**src/rtl/ibuffer_unpack_pkg.sv**
```systemverilog
`default_nettype none
// +------------------------------------------------------------------+
// | ibuffer_unpack_pkg                                               |
// | Shared types, widths and segment selection for ibuffer_unpack.   |
// | Revision: 1.0                                                    |
// +------------------------------------------------------------------+
package ibuffer_unpack_pkg;

  localparam int SEG_W  = 16;
  localparam int WORD_W = 64;
  localparam int SEGS   = 4;

  typedef enum logic [1:0] {
    IDLE  = 2'd0,
    FETCH = 2'd1,
    DRAIN = 2'd2
  } state_t;

  // Index 0 is the most significant segment, matching the writer's packing order.
  function automatic logic [SEG_W-1:0] seg_sel(input logic [WORD_W-1:0] word,
                                               input logic [1:0]        idx);
    logic [SEG_W-1:0] seg;
    case (idx)
      2'd0:    seg = word[63:48];
      2'd1:    seg = word[47:32];
      2'd2:    seg = word[31:16];
      default: seg = word[15:0];
    endcase
    return seg;
  endfunction

endpackage
`default_nettype wire

```
**src/rtl/ibuffer_unpack_fifo.sv**
```systemverilog
`default_nettype none
// +------------------------------------------------------------------+
// | word_fifo2                                                       |
// | Two-entry 64-bit word FIFO with simultaneous push and pop.       |
// | Revision: 1.0                                                    |
// +------------------------------------------------------------------+
module word_fifo2
  import ibuffer_unpack_pkg::*;
(
  input  logic              CLK,
  input  logic              RSTN,
  input  logic              push,
  input  logic              pop,
  input  logic [WORD_W-1:0] din,
  output logic [WORD_W-1:0] head,
  output logic [1:0]        count
);

  logic [WORD_W-1:0] r_mem [2];
  logic              r_rd_ptr;
  logic              r_wr_ptr;
  logic [1:0]        r_count;
  logic              w_push;
  logic              w_pop;

  // A push into a full FIFO is only legal when the head leaves in the same cycle.
  assign w_pop  = pop & (r_count != 2'd0);
  assign w_push = push & ((r_count != 2'd2) | w_pop);

  always_ff @(posedge CLK or negedge RSTN) begin
    if (!RSTN) begin
      r_mem[0] <= '0;
      r_mem[1] <= '0;
      r_rd_ptr <= 1'b0;
      r_wr_ptr <= 1'b0;
      r_count  <= 2'd0;
    end else begin
      if (w_push) begin
        r_mem[r_wr_ptr] <= din;
        r_wr_ptr        <= ~r_wr_ptr;
      end
      if (w_pop) begin
        r_rd_ptr <= ~r_rd_ptr;
      end
      case ({w_push, w_pop})
        2'b10:   r_count <= r_count + 2'd1;
        2'b01:   r_count <= r_count - 2'd1;
        default: r_count <= r_count;
      endcase
    end
  end

  assign head  = r_mem[r_rd_ptr];
  assign count = r_count;

endmodule
`default_nettype wire

```
**src/rtl/ibuffer_unpack.sv**
```systemverilog
`default_nettype none
// +------------------------------------------------------------------+
// | ibuffer_unpack                                                   |
// | Fetches a run of SRAM words and streams them as 16-bit segments. |
// | Revision: 1.0                                                    |
// +------------------------------------------------------------------+
module ibuffer_unpack
  import ibuffer_unpack_pkg::*;
#(
  parameter int AW = 8
) (
  input  logic              CLK,
  input  logic              RSTN,
  input  logic              START,
  input  logic [AW-1:0]     BASE,
  input  logic [AW:0]       LEN,
  output logic              RREQ,
  output logic [AW-1:0]     RADDR,
  input  logic              RVALID,
  input  logic [WORD_W-1:0] RDATA,
  input  logic              EN,
  output logic [SEG_W-1:0]  OData,
  output logic              OValid,
  output logic              Busy,
  output logic              Done
);

  state_t            r_state;
  state_t            w_state_nxt;
  logic [AW-1:0]     r_addr;
  logic [AW:0]       r_issue_left;
  logic [AW:0]       r_consume_left;
  logic [1:0]        r_seg_cnt;
  logic              r_pending;
  logic              r_done;
  logic [WORD_W-1:0] w_head;
  logic [1:0]        w_count;
  logic [2:0]        w_inflight;
  logic              w_push;
  logic              w_consume;
  logic              w_pop;
  logic              w_last;
  logic              w_start_idle;

  // Read latency is exactly one cycle, so the previous cycle's request is the only one in flight.
  assign w_push       = RVALID & r_pending;
  assign w_inflight   = {1'b0, w_count} + {2'b00, r_pending};
  assign w_consume    = EN & OValid;
  assign w_pop        = w_consume & (r_seg_cnt == 2'd3);
  assign w_last       = w_pop & (r_consume_left == (AW+1)'(1));
  assign w_start_idle = START & (r_state == IDLE);

  assign RREQ   = (r_state == FETCH) & (w_inflight < 3'd2) & (r_issue_left != '0);
  assign RADDR  = r_addr;
  assign OValid = (w_count != 2'd0);
  assign OData  = seg_sel(w_head, r_seg_cnt);
  assign Busy   = (r_state != IDLE);
  assign Done   = r_done;

  word_fifo2 u_fifo (
    .CLK   (CLK),
    .RSTN  (RSTN),
    .push  (w_push),
    .pop   (w_pop),
    .din   (RDATA),
    .head  (w_head),
    .count (w_count)
  );

  always_comb begin
    w_state_nxt = r_state;
    case (r_state)
      IDLE:    if (START && (LEN != '0))                     w_state_nxt = FETCH;
      FETCH:   if (RREQ && (r_issue_left == (AW+1)'(1)))     w_state_nxt = DRAIN;
      DRAIN:   if (w_last)                                   w_state_nxt = IDLE;
      default:                                               w_state_nxt = IDLE;
    endcase
  end

  always_ff @(posedge CLK or negedge RSTN) begin
    if (!RSTN) begin
      r_state        <= IDLE;
      r_addr         <= '0;
      r_issue_left   <= '0;
      r_consume_left <= '0;
      r_seg_cnt      <= 2'd0;
      r_pending      <= 1'b0;
      r_done         <= 1'b0;
    end else begin
      r_state   <= w_state_nxt;
      r_pending <= RREQ;
      r_done    <= (w_start_idle & (LEN == '0)) | w_last;
      if (w_start_idle) begin
        r_addr         <= BASE;
        r_issue_left   <= LEN;
        r_consume_left <= LEN;
      end else begin
        if (RREQ) begin
          r_addr       <= r_addr + AW'(1);
          r_issue_left <= r_issue_left - (AW+1)'(1);
        end
        if (w_pop) begin
          r_consume_left <= r_consume_left - (AW+1)'(1);
        end
      end
      if (w_consume) begin
        r_seg_cnt <= r_seg_cnt + 2'd1;
      end
    end
  end

endmodule
`default_nettype wire

```
**config.mk**
```make
export PLATFORM = sky130hd
export DESIGN_NAME = ibuffer_unpack
export DESIGN_NICKNAME = d
export VERILOG_FILES = /design/src/rtl/ibuffer_unpack_pkg.sv /design/src/rtl/ibuffer_unpack_fifo.sv /design/src/rtl/ibuffer_unpack.sv
export SDC_FILE = /design/constraint.sdc
export NUM_CORES = 1
export LEC_CHECK = 0
export BUFFER_PORTS_ARGS = -buffer_cell sky130_fd_sc_hd__clkbuf_2
export CORE_MARGIN = 10
export CORE_UTILIZATION = 35
export DETAILED_ROUTE_END_ITERATION = 16
export GPL_TIMING_DRIVEN = 0
export PLACE_DENSITY = 0.62
export SLEW_MARGIN = 20
export SYNTH_ARGS = -nofsm -noshare
export SYNTH_HDL_FRONTEND = slang
export SYNTH_HIERARCHICAL = 1
export SYNTH_SLANG_ARGS = --single-unit
export TNS_END_PERCENT = 50
```
**constraint.sdc**
```tcl
create_clock -name CLK -period 5.45 [get_ports CLK]
set_input_delay 1.09 -clock CLK [delete_from_list [all_inputs] [get_ports CLK]]
set_output_delay 1.09 -clock CLK [all_outputs]
set_load 0.05 [all_outputs]
```
==> summary.txt, run 1 <==
Run status
  – Status: completed

Clocking
  – Sink Count: 164
  – H-tree levels: 4
  – Post-CTS Setup Bufs: 0
  – Clk Latency, worst-skew pair: between 0.4 and 0.5 ns
  – Post-CTS Resized: 0
  – TritonCTS buffer count: 17
  – Root buffer cell: clkbuf_16
  – Clk slew on worst S/H paths: ~0.070 ns
  – CTS tree: yes
  – Buffer depth of the longest clock path: 2
  – Hold buffers post-CTS: 0

GRT
  – Initial antenna violation count: 4
  – First-pass GRT wire length: 32,900 um
  – Pin count of the biggest net entering global routing: just under 80
  – Total congestion overflow: 0
  – All-Layer GR Usage: 13.8%
  – Vias in the first global route: between 5,000 and 6,000

Route
  – Vias per inst: 4.96
  – Initial drt markers: about 340
  – DR WL/cell: 19.3 um
  – Post-Route WL: 20,700 um
  – DR pass1 iterations: 7
  – Post-DRT Antenna Nets: 0
  – DRC viols: 0
  – Via Count: 5,306

Setup path
  – WP data required: 4.36 ns
  – Startpoint Class: register
  – Kind of critical path: reg -> out
  – Type of destination of the critical path: output port
  – Worst-path cell chain: clkbuf_1 -> buf_2 -> mux2_2 -> a222oi_1 -> mux2i_1 -> clkbuf_2
  – CP max stage delay: 0.62 ns
  – WP buf/inv: 3
  – Crit Path Max Fanout: 10
  – Critical path arrival: 3.01 ns
  – Crit-path leading delay family: buffers and inverters
  – Slowest cell on crit path: a222oi_1

Floorplan
  – Die X: 174 um
  – Initial Util: between 30% and 40%
  – Die Y: 174 um
  – Die ar.: 30,300 um^2
  – Core area: 23,400 um^2
  – # rows: 56
  – IO Count: 114

Synthesis
  – Syn_nets: 700
  – Most frequent cells after synthesis: dfrtp_1, mux2_2, mux2_4
  – Post-synth top flop: dfrtp_1
  – Post-synthesis register bit count: about 160
  – Synth Cell Area: 8290 um^2
  – EDFF count, synth: 0
  – Top-area cell type share of the netlist area: 49.5%
  – Dominant cell type by area after synthesis: dfrtp_1
  – Count leader, synth: dfrtp_1
  – Sequential fraction of the synthesis area: 49.5%
  – Distinct cells, synth: 47
  – Syn avg cell area: 13.8 um^2
  – Top cells by area, synth: dfrtp_1, mux2_2, mux2_4, mux2i_1, a222oi_1
  – Synth Instances: around 600
  – Yosys warning count: 6
  – Asr flop ratio synth: 100%

STA
  – Peak Freq: 0.244 GHz
  – Final Hold Fails: 0
  – Final Slew Violations: 0
  – Final hold slack: 0.483 ns
  – Slew @ Worst Pin: 0.795 ns
  – Final setup fails: 0
  – Final clock period utilization by the worst path: 75.2%
  – Layout Skew: 0.0148 ns
  – Relative slew slack: 47.0%
  – Setup total negative slack: 0 ns
  – RSZ-0062 raised after global routing: no
  – Min cycle time layout: 4.10 ns

Min path
  – Hold Crit Class: reg -> reg

Placed design
  – Placed wire-length estimate: 15,400 um
  – Port Buf Inserts: approximately 110
  – Placer Congestion: between 0.8 and 0.9

Pwr
  – Pwr Density: 687 nW/um^2
  – Worst vdd ir: 0.351 mV
  – Leakage: 4.40 nW

Finish
  – Nets: between 800 and 900
  – Layout cells sized above 1: 48.6%
  – Area growth syn-to-layout: 19.3%
  – Post-layout util: 42.3%
  – Number of fill cells in the layout: 2,260

Job
  – # Max-Cap Violations: 0
-- metrics by stage --
stage,setup WS (ns),power (mW),instances,instance area [um^2]
after floorplan,2.08,4.80,602,8290
after global placement,0.182,5.64,1034,9260
after detailed placement,1.73,5.69,1036,9320
after CTS,1.26,6.88,1068,9890
after global routing,1.13,7.23,1068,9890
final,1.35,6.80,1069,9890
-- layer usage --
| metal | global-route usage, % | vias to the layer above | wire, um |
|---|---|---|---|
| met5 | 0 | - | 27 |
| met3 | 4.72 | 15 | 1310 |
| li1 | - | 2487 | - |
| met4 | 2.99 | 4 | 138 |
| met2 | 21.8 | 141 | 9650 |
| met1 | 18.0 | 2659 | 9560 |
-- final cells by class --
class	instances	area, um^2	area share (%)
Tap cell	319	399	4.03
Inverter	26	97.6	0.986
Sequential cell	164	4100	41.5
Clock buffer	18	429	4.34
Timing Repair Buffer	115	629	6.36
Antenna cell	1	2.50	0.0253
Clock inverter	14	140	1.42
Buffer	30	255	2.58
Multi-Input combinational cell	382	3840	38.8
-- placed cells by master (no fill, tap or decap), types with 4 or more instances in the layout --
cell type  count
a222oi_1      16
buf_12         6
buf_2          6
buf_4          6
clkbuf_1      11
clkbuf_16     17
clkbuf_2     112
dfrtp_1      164
ha_1          12
inv_1         26
inv_8          4
mux2_1         6
mux2_2       129
mux2_4        60
mux2i_1       20
nand2_1       18
nand2b_1       4
nand3_1       13
nor2_1        11
nor3_1         5
nor4_1         4
o211ai_1       7
o21ai_0       11
o311ai_0       5
or4_1          6
xnor2_1        8
xor2_1         5
-- registers in the layout, summed over array words and instances, names as in the netlist --
register,count
u_fifo/count,2
u_fifo/r_wr_ptr,1
r_seg_cnt,2
u_fifo/r_rd_ptr,1
r_consume_left,9
r_issue_left,9
RADDR,8
Done,1
r_pending,1
r_state,2
u_fifo/r_mem,128
-- cells by family (layout without fill, tap and decap cells) --
| logic type | count (synthesis) | after routing | share of synthesized area, % |
|---|---|---|---|
| mux | 215 | 215 | 31.6 |
| flops | 164 | 164 | 49.5 |
| simple gates | 84 | 84 | 5.93 |
| compound gates | 58 | 58 | 5.55 |
| buf+inv | 56 | 203 | 4.25 |
| xor+xnor | 13 | 13 | 1.37 |
| fa+ha+maj | 12 | 12 | 1.81 |
| other cells | 0 | 1 | 0 |
-- where the power goes --
part / switching, mW / internal [mW]
Clock: 0.545 / 0.608
Combinational: 1.86 / 1.55
Sequential: 0.390 / 1.84
-- path summary, 6_finish.rpt --
kind	startpoint	endpoint	slack [ns]	cells past startpoint
max	u_fifo/r_rd_ptr$_DFFE_PN0P_	OData[8]	1.35	6
min	u_fifo/r_mem[4]$_DFFE_PN0P_	u_fifo/r_mem[4]$_DFFE_PN0P_	0.48	1
max reg2reg	r_issue_left[0]$_DFFE_PN0P_	RADDR[6]$_DFFE_PN0P_	3.06	6
min reg2reg	u_fifo/r_mem[4]$_DFFE_PN0P_	u_fifo/r_mem[4]$_DFFE_PN0P_	0.48	1
max in group asynchronous	RSTN	r_consume_left[7]$_DFFE_PN0P_	3.87	3
min in group asynchronous	RSTN	u_fifo/r_mem[101]$_DFFE_PN0P_	0.55	1
-- worst register-to-register path, cell delays in order, from the launching register on --
cell,delay [ns]
dfrtp_1,0.42
inv_1,0.10
ha_1,0.23
or4b_4,0.52
o211ai_4,0.34
mux2_2,0.38
a221o_1,0.28
Power figures use the tool's default switching activity.
==> run 2: changes to the inputs <==
--- a/config.mk
+++ b/config.mk
@@ -10,7 +10,7 @@
 export CORE_UTILIZATION = 35
 export DETAILED_ROUTE_END_ITERATION = 16
 export GPL_TIMING_DRIVEN = 0
-export PLACE_DENSITY = 0.62
+export PLACE_DENSITY = 0.64
 export SLEW_MARGIN = 20
 export SYNTH_ARGS = -nofsm -noshare
 export SYNTH_HDL_FRONTEND = slang
==> constraint.sdc (replaced) <==
create_clock -name CLK -period 3.6 [get_ports CLK]
set_input_delay 0.72 -clock CLK [delete_from_list [all_inputs] [get_ports CLK]]
set_output_delay 0.72 -clock CLK [all_outputs]
set_load 0.05 [all_outputs]
==> run 2 against run 1 <==
  * Clock skew up 0.0030 ns
  * Clock-buffer cell count stayed put
  * Via count up 1.1%
  * Cell count hardly changed
  * Global-route usage rose by 0.38 points
  * Combinational power up 52%
  * Critical endpoint is now OData[15]
  * Highest routed layer unchanged
==> summary.txt, run 2 (synthesis gave the netlist of run 1 again) <==
Setup path
  – FF-to-FF Start: r_seg_cnt[0]$_DFFE_PN0P_
  – Critical path arrival: 2.74 ns
  – CP max stage delay: 0.53 ns
  – Slowest cell on crit path: clkbuf_1
  – R2r endpoint: u_fifo/r_mem[52]$_DFFE_PN0P_
  – Startpoint Class: register
  – Crit Path Max Fanout: 10
  – Kind of critical path: reg -> out
  – Worst-path cell chain: inv_1 -> ha_1 -> clkbuf_1 -> a222oi_1 -> mux2i_1 -> clkbuf_2
  – Worst Setup SP: r_seg_cnt[0]$_DFFE_PN0P_
  – Type of destination of the critical path: output port
  – Reg2reg setup slack: around 1.2 ns
  – Setup crit end: OData[15]
  – WP data required: between 2 and 3 ns
  – Worst Reg-to-Reg Cells: 7

Route
  – DR WL/cell: ~20 um
  – Post-Route WL: 21,400 um
  – DR pass1 iterations: 5
  – Via Count: 5,367
  – Initial drt markers: 359
  – DRC viols: 0
  – Vias per inst: ~5
  – Post-DRT Antenna Nets: 0

Finish
  – Nets: 833
  – Largest register FFs: 128
  – Top flop regs: u_fifo/r_mem: 128 flops, r_consume_left: 9 flops, r_issue_left: 9 flops
  – Area growth syn-to-layout: 19.5%
  – Layout cells sized above 1: 49.1%
  – Number of fill cells in the layout: approximately 2,200
  – Leading cell types in the layout, fill and taps excluded: dfrtp_1, mux2_2, clkbuf_2
  – Largest Register: u_fifo/r_mem
  – Commonest non-fill, non-tap cell in the layout: dfrtp_1
  – Non-Filler Instances: between 1,000 and 1,500

Placed design
  – Placed wire-length estimate: 15,200 um
  – Placer Congestion: 0.791
  – Port Buf Inserts: between 100 and 150
  – Inst Count DP: between 1,000 and 1,500

Run status
  – Status: completed

Floorplan
  – Die Y: between 150 and 200 um
  – # rows: 56
  – Die X: 174 um
  – Core area: 23,400 um^2
  – Initial Util: 35.4%
  – Die ar.: 30,300 um^2
  – IO Count: 114

Job
  – # Max-Cap Violations: 0

STA
  – Relative slew slack: a little under three fifths
  – Final Hold Fails: 0
  – Min cycle time layout: 3.46 ns
  – Final clock period utilization by the worst path: 96.0%
  – Final setup fails: 0
  – Slew @ Worst Pin: 0.639 ns
  – Final Slew Violations: 0
  – Layout Skew: 0.0179 ns
  – Peak Freq: approximately 0.29 GHz
  – RSZ-0062 raised after global routing: no

Clocking
  – Root buffer cell: clkbuf_16
  – Sink Count: 164
  – TritonCTS buffer count: 17
  – H-tree levels: 4
  – CTS tree: yes
  – Clk slew on worst S/H paths: 0.07 ns
  – Post-CTS Setup Bufs: 0
  – Clk Latency, worst-skew pair: between 0.4 and 0.5 ns
  – Buffer depth of the longest clock path: 2

GRT
  – Total congestion overflow: 0
  – First-pass GRT wire length: 33,700 um
  – All-Layer GR Usage: 14.2%
  – Initial antenna violation count: 2
  – Pin count of the biggest net entering global routing: a little under 90
  – Vias in the first global route: 5,853

Min path
  – Hold Crit Class: in -> async

Pwr
  – Total power: between 10 and 15 mW
  – Pwr Density: ~1100 nW/um^2
  – Worst vdd ir: 0.595 mV
  – Leakage: ~4.4 nW
run 2: worst max-delay path, delay by kind of cell, from the launching register on:
family,cells,cell delay [ns]
buf+inv,3,0.94
compound gates,1,0.27
mux,1,0.24
fa+ha+maj,1,0.41
flops,1,0.44
run 2: worst min path at each step:
stage | endpoint | slack, ns | depth (start not counted)
3_3_place_gp | u_fifo/r_mem[35]$_DFFE_PN0P_ | 0.46 | 1
3_5_place_dp | u_fifo/r_mem[6]$_DFFE_PN0P_ | 0.47 | 1
6_report | u_fifo/r_mem[46]$_DFFE_PN0P_ | 0.34 | 1
2_1_floorplan | Done$_DFF_PN0_ | 0.42 | 0
5_1_grt | u_fifo/r_mem[46]$_DFFE_PN0P_ | 0.36 | 1
4_1_cts | u_fifo/r_mem[110]$_DFFE_PN0P_ | 0.34 | 1
run 2: per-stage QoR:
stage / hold slack (ns) / TNS [ns] / utilization (%) / setup slack [ns] / instance area [um^2]
2_1_floorplan: 0.424 / 0 / - / 0.599 / 8290
3_3_place_gp: 0.462 / -212.90 / 39.6 / -1.32 / 9260
3_5_place_dp: 0.472 / 0 / 39.7 / 0.179 / 9300
4_1_cts: 0.342 / 0 / 42.3 / 0.00982 / 9910
5_1_grt: 0.357 / 0 / 42.3 / 0.0144 / 9910
6_report: 0.335 / 0 / 42.4 / 0.144 / 9910
run 2: area by class of cell:
type	count	area [um^2]	share of cell area [%]
clock buffer	18	439	4.43
timing repair buffer	114	602	6.07
inverter	26	97.6	0.985
multi-input combinational	382	3840	38.7
antenna	1	2.50	0.0252
buffer	30	264	2.66
clock inverter	14	166	1.68
tap	319	399	4.03
sequential	164	4100	41.4
run 2: where the power goes:
part	switching, mW	internal, mW
Combinational	2.83	2.36
Clock	0.855	1.01
Sequential	0.595	2.78
run 2: repair_timing:
item	in CTS	in global routing
endpoints found under the hold margin	0	0
hold buffers	0	0
gates resized for setup	3	4
pin swaps	0	1
endpoints found under the setup margin	14	4
run 2: layer usage:
metal | global-route usage, % | vias to the layer above | share of wire (%)
met4 | 4.13 | 2 | 1.5
met3 | 3.71 | 21 | 5.4
met2 | 22.5 | 134 | 47
met1 | 18.7 | 2717 | 47
li1 | - | 2493 | -
met5 | 0 | - | 0.061
